[src/rtl/inv_butterfly1_if.sv]
// Stream bundle for the inverse butterfly: (ao, bo) in, (ai, bi, err) out,
// each side with its own valid/ready pair.
interface inv_butterfly1_if #(
   parameter int W = 15
);
   logic                in_valid;
   logic                in_ready;
   logic signed [W-1:0] ao;
   logic signed [W-1:0] bo;
   logic                out_valid;
   logic                out_ready;
   logic signed [W-1:0] ai;
   logic signed [W-1:0] bi;
   logic                err;

   modport master (
      output in_valid, ao, bo, out_ready,
      input  in_ready, out_valid, ai, bi, err
   );

   modport slave (
      input  in_valid, ao, bo, out_ready,
      output in_ready, out_valid, ai, bi, err
   );
endinterface

[src/rtl/inv_butterfly1.sv]
// Inverse radix-2 butterfly: recovers (ai, bi) from ao = ai+bi, bo = (ai-bi)<<SHIFT
// in a two-stage valid/ready pipeline, flagging words no forward butterfly can emit.
module inv_butterfly1 #(
   parameter int W     = 15,
   parameter int SHIFT = 2,
   parameter int CNT_W = 8
) (
   input  logic             clk,
   input  logic             rst_n,
   inv_butterfly1_if.slave  bus,
   input  logic             clr_cnt,
   output logic [CNT_W-1:0] err_cnt
);

   logic                s1_valid_q, s1_valid_d;
   logic signed [W:0]   s1_s_q, s1_s_d;
   logic signed [W:0]   s1_d_q, s1_d_d;
   logic                s1_err_q, s1_err_d;

   logic                out_valid_q, out_valid_d;
   logic signed [W-1:0] ai_q, ai_d;
   logic signed [W-1:0] bi_q, bi_d;
   logic                err_q, err_d;
   logic [CNT_W-1:0]    err_cnt_q, err_cnt_d;

   logic                adv2;
   logic                adv1;
   logic signed [W-1:0] bo_sh;
   logic signed [W:0]   s_in;
   logic signed [W:0]   d_in;
   logic                lsb_err;
   logic                par_err;

   always_comb begin
      adv2    = !out_valid_q || bus.out_ready;
      adv1    = !s1_valid_q || adv2;
      bo_sh   = bus.bo >>> SHIFT;
      s_in    = {bus.ao[W-1], bus.ao};
      d_in    = {bo_sh[W-1], bo_sh};
      lsb_err = |bus.bo[SHIFT-1:0];
      par_err = s_in[0] ^ d_in[0];

      s1_valid_d  = s1_valid_q;
      s1_s_d      = s1_s_q;
      s1_d_d      = s1_d_q;
      s1_err_d    = s1_err_q;
      out_valid_d = out_valid_q;
      ai_d        = ai_q;
      bi_d        = bi_q;
      err_d       = err_q;
      err_cnt_d   = err_cnt_q;

      if (adv1) begin
         s1_valid_d = bus.in_valid;
         if (bus.in_valid) begin
            s1_s_d   = s_in;
            s1_d_d   = d_in;
            s1_err_d = lsb_err | par_err;
         end
      end

      // W+2-bit sum/difference cannot overflow; the halving drops the parity bit
      if (adv2) begin
         out_valid_d = s1_valid_q;
         if (s1_valid_q) begin
            ai_d  = W'(($signed({s1_s_q[W], s1_s_q}) + $signed({s1_d_q[W], s1_d_q})) >>> 1);
            bi_d  = W'(($signed({s1_s_q[W], s1_s_q}) - $signed({s1_d_q[W], s1_d_q})) >>> 1);
            err_d = s1_err_q;
         end
      end

      if (clr_cnt) begin
         err_cnt_d = '0;
      end else if (out_valid_q && bus.out_ready && err_q && !(&err_cnt_q)) begin
         err_cnt_d = err_cnt_q + 1'b1;
      end
   end

   always_ff @(posedge clk or negedge rst_n) begin
      if (!rst_n) begin
         s1_valid_q  <= 1'b0;
         s1_s_q      <= '0;
         s1_d_q      <= '0;
         s1_err_q    <= 1'b0;
         out_valid_q <= 1'b0;
         ai_q        <= '0;
         bi_q        <= '0;
         err_q       <= 1'b0;
         err_cnt_q   <= '0;
      end else begin
         s1_valid_q  <= s1_valid_d;
         s1_s_q      <= s1_s_d;
         s1_d_q      <= s1_d_d;
         s1_err_q    <= s1_err_d;
         out_valid_q <= out_valid_d;
         ai_q        <= ai_d;
         bi_q        <= bi_d;
         err_q       <= err_d;
         err_cnt_q   <= err_cnt_d;
      end
   end

   assign bus.in_ready  = adv1;
   assign bus.out_valid = out_valid_q;
   assign bus.ai        = ai_q;
   assign bus.bi        = bi_q;
   assign bus.err       = err_q;
   assign err_cnt       = err_cnt_q;

endmodule

[src/flat_wrapper.sv]
// flat-port wrapper written by rule: the top's interface ports become plain ports
module inv_butterfly1_flat 
#(
   parameter int W     = 15,
   parameter int SHIFT = 2,
   parameter int CNT_W = 8
)
  (clk, rst_n, clr_cnt, err_cnt, bus_in_valid, bus_ao, bus_bo, bus_out_ready, bus_in_ready, bus_out_valid, bus_ai, bus_bi, bus_err);
  inv_butterfly1_if #(.W(W)) bus_i ();
  input  logic clk;
  input  logic rst_n;
  input  logic clr_cnt;
  output logic [CNT_W-1:0] err_cnt;
  input wire logic [$bits(bus_i.in_valid)-1:0] bus_in_valid;
  input wire logic [$bits(bus_i.ao)-1:0] bus_ao;
  input wire logic [$bits(bus_i.bo)-1:0] bus_bo;
  input wire logic [$bits(bus_i.out_ready)-1:0] bus_out_ready;
  output wire logic [$bits(bus_i.in_ready)-1:0] bus_in_ready;
  output wire logic [$bits(bus_i.out_valid)-1:0] bus_out_valid;
  output wire logic [$bits(bus_i.ai)-1:0] bus_ai;
  output wire logic [$bits(bus_i.bi)-1:0] bus_bi;
  output wire logic [$bits(bus_i.err)-1:0] bus_err;
  assign bus_i.in_valid = bus_in_valid;
  assign bus_i.ao = bus_ao;
  assign bus_i.bo = bus_bo;
  assign bus_i.out_ready = bus_out_ready;
  assign bus_in_ready = bus_i.in_ready;
  assign bus_out_valid = bus_i.out_valid;
  assign bus_ai = bus_i.ai;
  assign bus_bi = bus_i.bi;
  assign bus_err = bus_i.err;
  inv_butterfly1 #(.W(W), .SHIFT(SHIFT), .CNT_W(CNT_W)) u_core (.clk(clk), .rst_n(rst_n), .bus(bus_i), .clr_cnt(clr_cnt), .err_cnt(err_cnt));
endmodule
[config.mk]
export PLATFORM = sky130hd
export DESIGN_NAME = inv_butterfly1_flat
export DESIGN_NICKNAME = d
export VERILOG_FILES = /design/src/rtl/inv_butterfly1_if.sv /design/src/rtl/inv_butterfly1.sv /design/src/flat_wrapper.sv
export SDC_FILE = /design/constraint.sdc
export NUM_CORES = 1
export LEC_CHECK = 0
export ABC_AREA = 0
export CORE_ASPECT_RATIO = 0.5
export CORE_UTILIZATION = 48
export DETAILED_ROUTE_END_ITERATION = 16
export PLACE_DENSITY = 0.88
export SLEW_MARGIN = 30
export SYNTH_ARGS = -nofsm -noshare
export SYNTH_HDL_FRONTEND = slang
export SYNTH_SLANG_ARGS = --single-unit
[constraint.sdc]
create_clock -name clk -period 2.2 [get_ports clk]
set_input_delay 0.44 -clock clk [delete_from_list [all_inputs] [get_ports clk]]
set_output_delay 0.44 -clock clk [all_outputs]
set_load 0.01 [all_outputs]
==> metrics.md, run 1 <==
| Metric | Value |
|---|---|
| Status | completed |
| PD cells | 1090 mW/mm2 |
| Crit-path cells | nor2b_1 -> fa_1 -> nor2b_1 -> o2111ai_2 -> a31oi_2 -> a21oi_1 -> xnor2_1 -> o21ai_1 |
| Synth Area in Simple Gates | 14.51% |
| Reg-to-reg setup timing slack | 0.05 ns |
| Global-route wire length before repair | 17130 um |
| Nets | 596 |
| Synth warn | 0 |
| Net Sw Power | 0.002201 W |
| Delay-heaviest family, CP | compound AO/OA/AOI/OAI gates |
| Post-Synth XOR/XNOR Area | 5.826% |
| CTS tree | built |
| Clk pwr share | 23.2% |
| Reg clk slew, reported paths | 0.06 ns |
| Top cells by area, synth | dfrtp_1 (42%), ha_1 (8.6%), mux2_2 (7.5%) |
| Slew HR | 70.69% |
| Post-detailed-route count of antenna-violating nets | 0 |
| Seq pwr share | a little under a third |
| Final hold vios | 0 |
| Area growth syn-to-layout | 32.64% |
| GRT overflow | 0 |
| Initial antenna violation count | 0 |
| Sw Share | 36.18% |
| Number of global-route vias before repair | 3377 |
| CP peak stage delay | 0.42 ns |
| CP dominant cell by count | nor2b_1 |
| Initial DRC Count | 348 |
| Max cap viols | 0 |
| Starting Density | 50.96% |
| Gate power share | 45.8% |
| CORE AREA | ~0.0083 mm2 |
| First-pass detailed-route iteration total | 5 |
| Total GRT Usage | 24.98% |
| Commonest cells post-synth | dfrtp_1 (70), nand2_1 (49), o21ai_0 (37), nor2_1 (34), ha_1 (29) |
| Ant. Diodes | 0 |
| F_max | 465.7 MHz |
| M1 GR Usage | roughly a third |
| Most frequent cell after synthesis | dfrtp_1 |
| Asr flop ratio synth | 100.0% |
| Slowest CP cell | fa_1 |
| Placed cell areas | 0.005226 mm2 |
| Worst Hold Margin | 0.1152 ns |
| Syn_nets | 506 |
| Crit Path Class | flip-flop to flip-flop |
| DP HPWL | 8160 um |
| VDD IR max | 0.0005792 V |
| Startpoint types | flip-flop |
| Clock Path Buffers | 2 |
| Slew Viols, Final | 0 |
| Number of flops mapped to enable cells by yosys | 0 |
| Static leakage | 2.432 nW |
| HP Class | primary input to async pin |
| Chip Height | 68.22 um |
| Final instance area | 0.005583 mm2 |
| Dominant synthesized flop cell | dfrtp_1 |
| Count of buffer and inverter cells on the critical path | 0 |
| Seq/Total Area, Yosys | 41.62% |
| Via count | between 3000 and 4000 |
| Adder-Cell Fraction of Synth Area | 9.572% |
| Residual DRC | 0 |
| Grt peak-use layer | met2 |
| Main combinational cell family by area after synthesis | compound AO/OA/AOI/OAI gates |
| Final setup vio count | 0 |
| GR Util met3 | 7.259% |
| Port-buffer cells | 75 |
| Worst-skew pair later-pin latency | ~0.34 ns |
| Critical Path Fanout Max | 3 |
| WP data required | 2.42 ns |
| Number of synthesized register bits | 70 |
| Unique cell type count in the Yosys netlist | 52 |
| Post-synthesis cell count | 440 |
| Post-synth top area cell | dfrtp_1 |
| Die area | approximately 0.009 mm2 |
| Least-Margin Pin Slew | approximately 0.44 ns |
| Routed len/inst | 16.75 um |
| CTS root buf | clkbuf_16 |
| # IOs | 76 |
| Cell Int Power | 0.003883 W |
| Fin crit period | 2.147 ns |
| Row count | 23 |
| Compound-Gate Fraction of Synth Area | between 10% and 20% |
| Crit share post-route | a little over nine tenths |
| Clock Skews | roughly 0.0063 ns |
| Post-Syn Area | 0.004209 mm2 |
| Vias per cell | 5.549 |
| Largest net degree at the start of global routing | about 70 |
| Syn_area_per_cell | 9.566 um2 |
| Share of cells above drive strength 1 | 18.13% |
| GR met2 Demand/Resource | 37.24% |
| Routability congestion estimate | 0.9567 |
| Critical path capture point type | flip-flop |
| DRT Wirelength | 10840 um |
| Mux contribution to synthesized area | approximately 8.2% |
| DIE WIDTH | around 130 um |
| Critical path data arrival time | 2.36 ns |
| Post-synth top area share | 41.62% |
| Number of buffers created by CTS | 9 |
| Clk sinks | 70 |
| CTS H-tree depth | 3 |
| RSZ-0062 raised after global routing | true |
layer usage:
layer	wire (um)	vias up
met5	0	-
met4	116	0
met3	1051	11
met2	4678	169
met1	4991	1706
li1	-	1704
cell usage in the layout, fill, tap and decap left out, drive strengths merged, types with 2 or more instances in the layout:
master,Yosys,routed
clkdlybuf4s50,0,74
dfrtp,70,70
nand2,49,49
o21ai,42,42
nor2,35,35
ha,29,29
mux2,28,28
buf,15,28
a21oi,25,25
inv,24,24
xnor2,21,21
clkbuf,8,11
nand3,10,10
xor2,7,7
nand2b,7,7
o31ai,7,7
nor2b,6,6
nor4,6,6
nand3b,4,4
clkinv,0,4
a31oi,4,4
nand4,3,3
mux2i,3,3
o22ai,3,3
nor3,3,3
a211oi,3,3
and2,3,3
a311oi,3,3
and3,2,2
o211a,2,2
o21bai,2,2
a21o,2,2
o2111ai,2,2
o211ai,2,2
fa,2,2
area by class of cell:
class,count,area (um2)
timing repair buffer,102,998.5
clock buffer,11,232.7
fill,596,2676
clock inverter,5,50.05
inverter,24,90.09
tap,112,140.1
sequential,70,1752
multi-input combinational,323,2320
state kept, by name, indices dropped and copies added (netlist names):
signal / flops
u_core.s1_valid_q: 1
u_core.s1_s_q: 15
u_core.bus.out_valid: 1
u_core.err_cnt: 8
u_core.s1_d_q: 13
u_core.bus.err: 1
u_core.s1_err_q: 1
u_core.bus.bi: 15
u_core.bus.ai: 15
power groups by stage:
stage          clock (W)  sequential [W]  combinational [W]
3_5_place_dp           0         0.00190            0.00266
2_1_floorplan          0         0.00198            0.00136
3_3_place_gp           0         0.00188            0.00260
4_1_cts          0.00143         0.00188            0.00268
6_report         0.00141         0.00188            0.00279
5_1_grt          0.00149         0.00193            0.00301
what timing repair did:
item / CTS / global route
setup endpoints to repair: 1 / 10
setup buffers: 0 / 2
hold buffers: 0 / 0
resized for setup: 1 / 15
pin swaps: 0 / 2
final timing paths:
kind,from,to,cells past startpoint
worst min register to register,u_core.bus.bi[14]$_DFFE_PN0P_,u_core.bus.bi[14]$_DFFE_PN0P_,1
worst max register to register,u_core.s1_d_q[0]$_DFFE_PN0P_,u_core.bus.bi[11]$_DFFE_PN0P_,8
max in group asynchronous,rst_n,u_core.bus.ai[9]$_DFFE_PN0P_,2
min in group clk,u_core.bus.bi[14]$_DFFE_PN0P_,u_core.bus.bi[14]$_DFFE_PN0P_,1
worst max-delay path,u_core.s1_d_q[0]$_DFFE_PN0P_,u_core.bus.bi[11]$_DFFE_PN0P_,8
worst min-delay path,rst_n,u_core.s1_d_q[3]$_DFFE_PN0P_,2
kinds of logic (layout without fill, tap and decap cells):
| family | after synthesis | count (layout) |
|---|---|---|
| xor+xnor | 28 | 28 |
| simple gates | 132 | 132 |
| flops | 70 | 70 |
| compound gates | 101 | 101 |
| mux | 31 | 31 |
| buf+inv | 47 | 142 |
| fa+ha+maj | 31 | 31 |
per-stage QoR:
| step | util, % | power, W | TNS [ns] | instances | worst slack [ns] |
|---|---|---|---|---|---|
| after CTS | 66.73 | 0.005983 | 0 | 645 | 0.007192 |
| after floorplan | - | 0.003346 | 0 | 440 | 0.1470 |
| after detailed placement | 63.28 | 0.004562 | 0 | 629 | 0.01074 |
| after global placement | 63.28 | 0.004480 | 0 | 629 | 0.1045 |
| after global routing | 67.60 | 0.006423 | -0.08158 | 647 | -0.04534 |
| final | 67.60 | 0.006083 | 0 | 647 | 0.05258 |
worst register-to-register path, delay by kind of cell, from the launching register on:
kind                     cells  cell delay [ns]
AO/OA/AOI/OAI                4             0.64
flip-flops                   1             0.39
XOR/XNOR                     1             0.19
adder cells (fa/ha/maj)      1             0.42
AND/OR/NAND/NOR              2             0.39
Power figures use the tool's default switching activity.
==> run 2: changes to the inputs <==
--- a/config.mk
+++ b/config.mk
@@ -8,8 +8,10 @@
 export ABC_AREA = 0
 export CORE_ASPECT_RATIO = 0.5
 export CORE_UTILIZATION = 48
+export CTS_BUF_LIST = sky130_fd_sc_hd__clkbuf_8 sky130_fd_sc_hd__clkbuf_16
 export DETAILED_ROUTE_END_ITERATION = 16
 export PLACE_DENSITY = 0.88
+export RECOVER_POWER = 100
 export SLEW_MARGIN = 30
 export SYNTH_ARGS = -nofsm -noshare
 export SYNTH_HDL_FRONTEND = slang
==> run 2 against run 1 <==
Effect of this change: the run now ends with max-capacitance violations, max-slew violations left; design area down 0.63%; die area unchanged; via count about the same; sequential power about the same; register-to-register slack about the same; largest cell class unchanged; largest power group unchanged.
==> metrics.md, run 2 (synthesis gave the netlist of run 1 again) <==
| Metric | Value |
|---|---|
| Max cap viols | 1 (was 0) |
| Reg clk slew, reported paths | 0.05 ns (was 0.06 ns) |
| R2r startpoint | u_core.s1_d_q[0]$_DFFE_PN0P_ (unchanged) |
| Final setup vio count | 0 (unchanged) |
| CTS tree | built (unchanged) |
| Slew Viols, Final | 71 (was 0) |
| CORE AREA | 0.008259 mm2 (unchanged) |
| Final hold vios | 0 (unchanged) |
| Share of cells above drive strength 1 | 17.76% (was 18.13%) |
| Static leakage | 2.433 nW (was 2.432 nW) |
| HP Class | flip-flop to flip-flop (was primary input to async pin) |
| Critical path data arrival time | 1.74 ns (was 2.36 ns) |
| Initial DRC Count | 295 (was 348) |
| Via count | 3593 (was 3590) |
| Critical Path Fanout Max | 3 (unchanged) |
| Hold path start | u_core.bus.bi[14]$_DFFE_PN0P_ |
| Final instance area | 0.005548 mm2 (was 0.005583 mm2) |
| DIE WIDTH | 134.4 um (unchanged) |
| RSZ-0062 raised after global routing | true (unchanged) |
| # hold bufs at CTS | 0 (unchanged) |
| Commonest non-fill, non-tap cells in the layout | clkdlybuf4s50_1 (73), dfrtp_1 (70), nand2_1 (48) (was clkdlybuf4s50_1 (74), dfrtp_1 (70), nand2_1 (48)) |
| CTS H-tree depth | 3 (unchanged) |
| Post-detailed-route count of antenna-violating nets | 0 (unchanged) |
| GRT overflow | 0 (unchanged) |
| R2R depth | 8 (unchanged) |
| Placed cell areas | 0.005226 mm2 (unchanged) |
| Filler instances | 602 (was 596) |
| First-pass detailed-route iteration total | 5 (unchanged) |
| Slew HR | -15.93% (was 70.69%) |
| Area growth syn-to-layout | 31.81% (was 32.64%) |
| Initial antenna violation count | 0 (unchanged) |
| VDD IR max | 0.0005815 V (was 0.0005792 V) |
| Number of global-route vias before repair | 3377 (unchanged) |
| Count of buffer and inverter cells on the critical path | 2 (was 0) |
| Final std cells w/o fill | 647 (unchanged) |
| Number of buffers created by CTS | 9 (unchanged) |
| Crit Path Class | primary input to output pin (was flip-flop to flip-flop) |
| Ant. Diodes | 0 (unchanged) |
| Delay-heaviest family, CP | buffers and inverters (was compound AO/OA/AOI/OAI gates) |
| Starting Density | 50.96% (unchanged) |
| CP peak stage delay | 0.57 ns (was 0.42 ns) |
| Largest net degree at the start of global routing | 71 (unchanged) |
| Slowest CP cell | dlygate4sd3_1 (was fa_1) |
| Clock Skews | 0.006043 ns (was 0.006282 ns) |
| Failing checks | max-capacitance violations, max-slew violations |
| Crit share post-route | 99.20% (was 97.61%) |
| CTS root buf | clkbuf_16 (unchanged) |
| Global-route wire length before repair | 17130 um (unchanged) |
| Startpoint types | primary input (was flip-flop) |
| Total GRT Usage | 24.98% (unchanged) |
| Vias per cell | 5.553 (was 5.549) |
| Chip Height | 68.22 um (unchanged) |
| Least-Margin Pin Slew | 1.739 ns (was 0.4396 ns) |
| Power Total | 0.006064 W (was 0.006083 W) |
| Clock Path Buffers | 2 (unchanged) |
| Critical path capture point type | output pin (was flip-flop) |
| PD cells | 1093 mW/mm2 (was 1090 mW/mm2) |
| Reg-to-reg setup timing slack | 0.05 ns (about the same) |
| Fin crit period | 2.182 ns (was 2.147 ns) |
| WP data required | 1.76 ns (was 2.42 ns) |
| Die area | 0.009170 mm2 (unchanged) |
| F_max | 458.2 MHz (was 465.7 MHz) |
| Status | finished, violations left (was completed) |
| Residual DRC | 0 (unchanged) |
| Clk sinks | 70 (unchanged) |
| Nets | 596 (unchanged) |
| Hold Path Depth | 1 |
| # IOs | 76 (unchanged) |
| Routability congestion estimate | 0.9567 (unchanged) |
| Inst Count DP | 629 (unchanged) |
| Crit-path cells | dlygate4sd3_1 -> nand3b_1 -> clkdlybuf4s50_1 (was nor2b_1 -> fa_1 -> nor2b_1 -> o2111ai_2 -> a31oi_2 -> a21oi_1 -> xnor2_1 -> o21ai_1) |
| Worst Hold Path EP | u_core.bus.bi[14]$_DFFE_PN0P_ |
| DRT Wirelength | 10890 um (was 10840 um) |
| Routed len/inst | 16.83 um (was 16.75 um) |
| Worst-skew pair later-pin latency | 0.34 ns (about the same) |
| Port-buffer cells | 75 (unchanged) |
| Commonest non-fill, non-tap cell in the layout | clkdlybuf4s50_1 (unchanged) |
| DP HPWL | 8160 um (unchanged) |
| Stages on worst setup path | 3 (was 8) |
| Row count | 23 (unchanged) |
| Critical R2R Capture | u_core.bus.bi[11]$_DFFE_PN0P_ (unchanged) |
[run 2: cell types whose count changed in the layout (fill, tap and decap cells not counted)]
cell	before	now
inv_1	22	24
dlygate4sd3_1	0	1
fa_2	1	0
clkbuf_2	0	2
buf_12	4	2
ha_1	25	26
fa_1	1	2
clkdlybuf4s50_1	74	73
ha_2	4	3
clkbuf_1	2	0
[run 2: report_power, final]
part / leakage (nW) / switching, W / internal [W] / total [W]
Sequential: 0.849 / 0.000243 / 0.00164 / 0.00188
Clock: 0.151 / 0.000542 / 0.000860 / 0.00140
Combinational: 1.43 / 0.00142 / 0.00136 / 0.00278
[run 2: worst max path at each step]
stage,from,endpoint,slack (ns)
after floorplan,u_core.s1_d_q[12]$_DFFE_PN0P_,u_core.bus.ai[13]$_DFFE_PN0P_,0.15
after global placement,u_core.s1_d_q[0]$_DFFE_PN0P_,u_core.bus.ai[7]$_DFFE_PN0P_,0.10
after detailed placement,u_core.s1_d_q[0]$_DFFE_PN0P_,u_core.bus.ai[7]$_DFFE_PN0P_,0.01
after CTS,u_core.s1_d_q[0]$_DFFE_PN0P_,u_core.bus.bi[11]$_DFFE_PN0P_,0.007
after global routing,u_core.s1_d_q[0]$_DFFE_PN0P_,u_core.bus.bi[11]$_DFFE_PN0P_,-0.05
final,bus_out_ready,bus_in_ready,0.02
[run 2: cell type report]
cell class / count / area, um2 / area share (%)
flip-flops and latches: 70 / 1752 / 31.57
well taps: 112 / 140.1 / 2.526
repair buffers: 102 / 968.4 / 17.46
clock buffers: 9 / 225.2 / 4.060
multi-input cells: 323 / 2315 / 41.72
clock inverters: 7 / 57.56 / 1.037
inverters: 24 / 90.09 / 1.624
[run 2: per-layer routing]
metal	global-route usage, %	wire length [um]	up-vias
li1	-	-	1704
met2	37.24	4689	172
met5	0	0	-
met4	8.146	104	0
met3	7.259	1132	12
met1	34.98	4961	1705
[run 2: stage by stage]
step / setup WS, ns / utilization, % / setup TNS [ns] / hold WS [ns]
after floorplan: 0.1470 / - / 0 / 0.1444
after global placement: 0.1045 / 63.28 / 0 / 0.4603
after detailed placement: 0.01074 / 63.28 / 0 / 0.4659
after CTS: 0.006859 / 66.73 / 0 / 0.1414
after global routing: -0.04572 / 67.17 / -0.3187 / 0.4932
final: 0.01764 / 67.17 / 0 / 0.4775
[run 2: what timing repair did]
item / in CTS / in global routing
resized for setup: 1 / 13
pin swaps: 0 / 2
setup buffers: 0 / 2
setup endpoints to repair: 1 / 11
==> run 3: changes to the inputs <==
--- a/config.mk
+++ b/config.mk
@@ -7,10 +7,11 @@
 export LEC_CHECK = 0
 export ABC_AREA = 0
 export CORE_ASPECT_RATIO = 0.5
-export CORE_UTILIZATION = 48
+export CORE_MARGIN = 2
+export CORE_UTILIZATION = 53
 export CTS_BUF_LIST = sky130_fd_sc_hd__clkbuf_8 sky130_fd_sc_hd__clkbuf_16
 export DETAILED_ROUTE_END_ITERATION = 16
-export PLACE_DENSITY = 0.88
+export PLACE_DENSITY = 0.91
 export RECOVER_POWER = 100
 export SLEW_MARGIN = 30
 export SYNTH_ARGS = -nofsm -noshare
==> constraint.sdc (replaced) <==
create_clock -name clk -period 2.45 [get_ports clk]
set_input_delay 0.49 -clock clk [delete_from_list [all_inputs] [get_ports clk]]
set_output_delay 0.49 -clock clk [all_outputs]
set_load 0.01 [all_outputs]
==> run 3 against run 2 <==
Effect of this change: the flow now finishes without violations; power down 12%; final cell count fell by 2.8%; count of clock-buffer cells in the layout increased by 2; register-to-register slack improved by 0.07 ns; sequential power fell by 9%; sequential cell count is the same; non-clock buffer count fell by 14; utilization is 4.7 points higher; sequential share of layout area increased by 0.88 points; die area decreased by 5.0%; global-route usage grew 1.5 points.
==> metrics.md, run 3 (synthesis gave the netlist of run 1 again) <==
| Metric | Value |
|---|---|
| Status | completed (was finished, violations left) |
| Largest net degree at the start of global routing | 45 (was 71) |
| Final hold vios | 0 (unchanged) |
| DRT Wirelength | 10880 um (was 10890 um) |
| # hold bufs at CTS | 0 (unchanged) |
| Slew HR | 5.046% (was -15.93%) |
| Clock Skews | 0.006992 ns (was 0.006043 ns) |
| Final setup vio count | 0 (unchanged) |
| CORE AREA | 0.007515 mm2 (was 0.008259 mm2) |
| Slew Viols, Final | 0 (was 71) |
| Global-route wire length before repair | 17000 um (was 17130 um) |
| Area growth syn-to-layout | 28.24% (was 31.81%) |
| Static leakage | 2.417 nW (was 2.433 nW) |
| Residual DRC | 0 (unchanged) |
| Number of buffers created by CTS | 9 (unchanged) |
| Crit share post-route | around 95% |
| DIE WIDTH | 130.0 um (was 134.4 um) |
| Inst Count DP | 613 (was 629) |
| Port-buffer cells | 75 (unchanged) |
| Total GRT Usage | 26.49% (was 24.98%) |
| Clk sinks | 70 (unchanged) |
| Via count | 3566 (was 3593) |
| Least-Margin Pin Slew | 1.424 ns (was 1.739 ns) |
| PD cells | 992.7 mW/mm2 (was 1093 mW/mm2) |
| RSZ-0062 raised after global routing | false (was true) |
| Initial antenna violation count | 0 (unchanged) |
| Reg clk slew, reported paths | 0.06 ns (was 0.05 ns) |
| Max cap viols | 0 (was 1) |
| Crit Path Class | flip-flop to flip-flop (was primary input to output pin) |
| Vias per cell | 5.669 (was 5.553) |
| Post-detailed-route count of antenna-violating nets | 0 (unchanged) |
| Critical path capture point type | flip-flop (was output pin) |
| HP Class | primary input to async pin (was flip-flop to flip-flop) |
| Final std cells w/o fill | 629 (was 647) |
| Slowest CP cell | fa_1 (was dlygate4sd3_1) |
| Fin crit period | 2.330 ns |
| Critical path data arrival time | 2.53 ns (was 1.74 ns) |
| CP peak stage delay | 0.42 ns (was 0.57 ns) |
| Startpoint types | flip-flop (was primary input) |
| # IOs | 76 (unchanged) |
| Worst-skew pair later-pin latency | 0.34 ns (about the same) |
| Clock Path Buffers | 2 (unchanged) |
| CTS tree | built (unchanged) |
| Setup TNS | 0 ns (unchanged) |
| CTS root buf | clkbuf_16 (unchanged) |
| Number of global-route vias before repair | 3316 (was 3377) |
| Chip Height | 67.02 um (was 68.22 um) |
| Critical Path Fanout Max | 3 (unchanged) |
| Worst Hold Margin | 0.4731 ns (was 0.4775 ns) |
| Commonest non-fill, non-tap cell in the layout | dfrtp_1 (was clkdlybuf4s50_1) |
| Commonest non-fill, non-tap cells in the layout | dfrtp_1 (70), nand2_1 (49), dlygate4sd3_1 (41) (was clkdlybuf4s50_1 (73), dfrtp_1 (70), nand2_1 (48)) |
| DP HPWL | 8522 um (was 8160 um) |
| Row count | 22 (was 23) |
| First-pass detailed-route iteration total | 5 (unchanged) |
| Routed len/inst | 17.30 um (was 16.83 um) |
| Nets | 582 (was 596) |
| Starting Density | 56.01% (was 50.96%) |
| Share of cells above drive strength 1 | 13.08% (was 17.76%) |
| Crit-path cells | and2_0 -> fa_1 -> nor2b_1 -> o211ai_2 -> nand2_1 -> a311oi_2 -> xnor2_1 -> o21ai_0 (was dlygate4sd3_1 -> nand3b_1 -> clkdlybuf4s50_1) |
| GRT overflow | 0 (unchanged) |
| Routability congestion estimate | 0.9493 (was 0.9567) |
| WP data required | 2.65 ns (was 1.76 ns) |
| CTS H-tree depth | 3 (unchanged) |
| F_max | 429.3 MHz |
| Die area | 0.008714 mm2 (was 0.009170 mm2) |
| Initial DRC Count | 332 (was 295) |
| VDD IR max | 0.0004773 V (was 0.0005815 V) |
==> run 3: area by class of cell <==
cell class | instances | area [um2]
multi-input cells | 323 | 2256
fillers | 571 | 2117
flip-flops and latches | 70 | 1752
repair buffers | 88 | 839.6
clock buffers | 11 | 252.7
well taps | 108 | 135.1
inverters | 24 | 90.09
clock inverters | 4 | 70.07
diodes | 1 | 2.502
==> run 3: path summary, 6_finish.rpt <==
path                                         startpoint                       endpoint  slack [ns]  depth (start not counted)
setup / recovery           u_core.s1_d_q[0]$_DFFE_PN0P_   u_core.bus.ai[7]$_DFFE_PN0P_        0.12                          8
hold / removal                                    rst_n    u_core.s1_err_q$_DFFE_PN0P_        0.47                          1
setup reg to reg           u_core.s1_d_q[0]$_DFFE_PN0P_   u_core.bus.ai[7]$_DFFE_PN0P_        0.12                          8
hold reg to reg            u_core.bus.bi[4]$_DFFE_PN0P_   u_core.bus.bi[4]$_DFFE_PN0P_        0.47                          2
max in group asynchronous                         rst_n  u_core.s1_valid_q$_DFFE_PN0N_        0.57                          2
min in group clk           u_core.bus.bi[4]$_DFFE_PN0P_   u_core.bus.bi[4]$_DFFE_PN0P_        0.47                          2
==> run 3: critical path: cells and delay by family, from the launching register on <==
| kind | cells | cell delay, ns |
|---|---|---|
| AO/OA/AOI/OAI | 3 | 0.69 |
| XOR/XNOR | 1 | 0.15 |
| adder cells (fa/ha/maj) | 1 | 0.42 |
| flip-flops | 1 | 0.38 |
| AND/OR/NAND/NOR | 3 | 0.55 |
==> run 3: report_power, final <==
group | switching [W] | total (W) | internal [W]
sequential | 0.000233 | 0.00171 | 0.00147
clock | 0.000475 | 0.00141 | 0.000936
combinational | 0.00122 | 0.00224 | 0.00102
==> run 3: what timing repair did <==
| item | CTS | global route |
|---|---|---|
| resized for setup | 0 | 2 |
| setup endpoints to repair | 0 | 1 |
| buffers inserted | 0 | 0 |
==> run 3: through the flow <==
stage	setup WS (ns)	area [um2]	utilization, %	power (W)
after floorplan	0.3970	4209	-	0.003005
after global placement	0.2814	5106	67.95	0.003973
after detailed placement	0.2059	5106	67.95	0.004037
after CTS	0.1992	5429	72.24	0.005452
after global routing	0.03083	5395	71.79	0.005640
final	0.1204	5398	71.83	0.005358
==> run 3: per-layer routing <==
layer | track usage, % | routed length, um
met1 | 36.68 | 5080
met5 | 0 | 0
met4 | 6.317 | 111
met2 | 38.22 | 4536
met3 | 11.33 | 1151
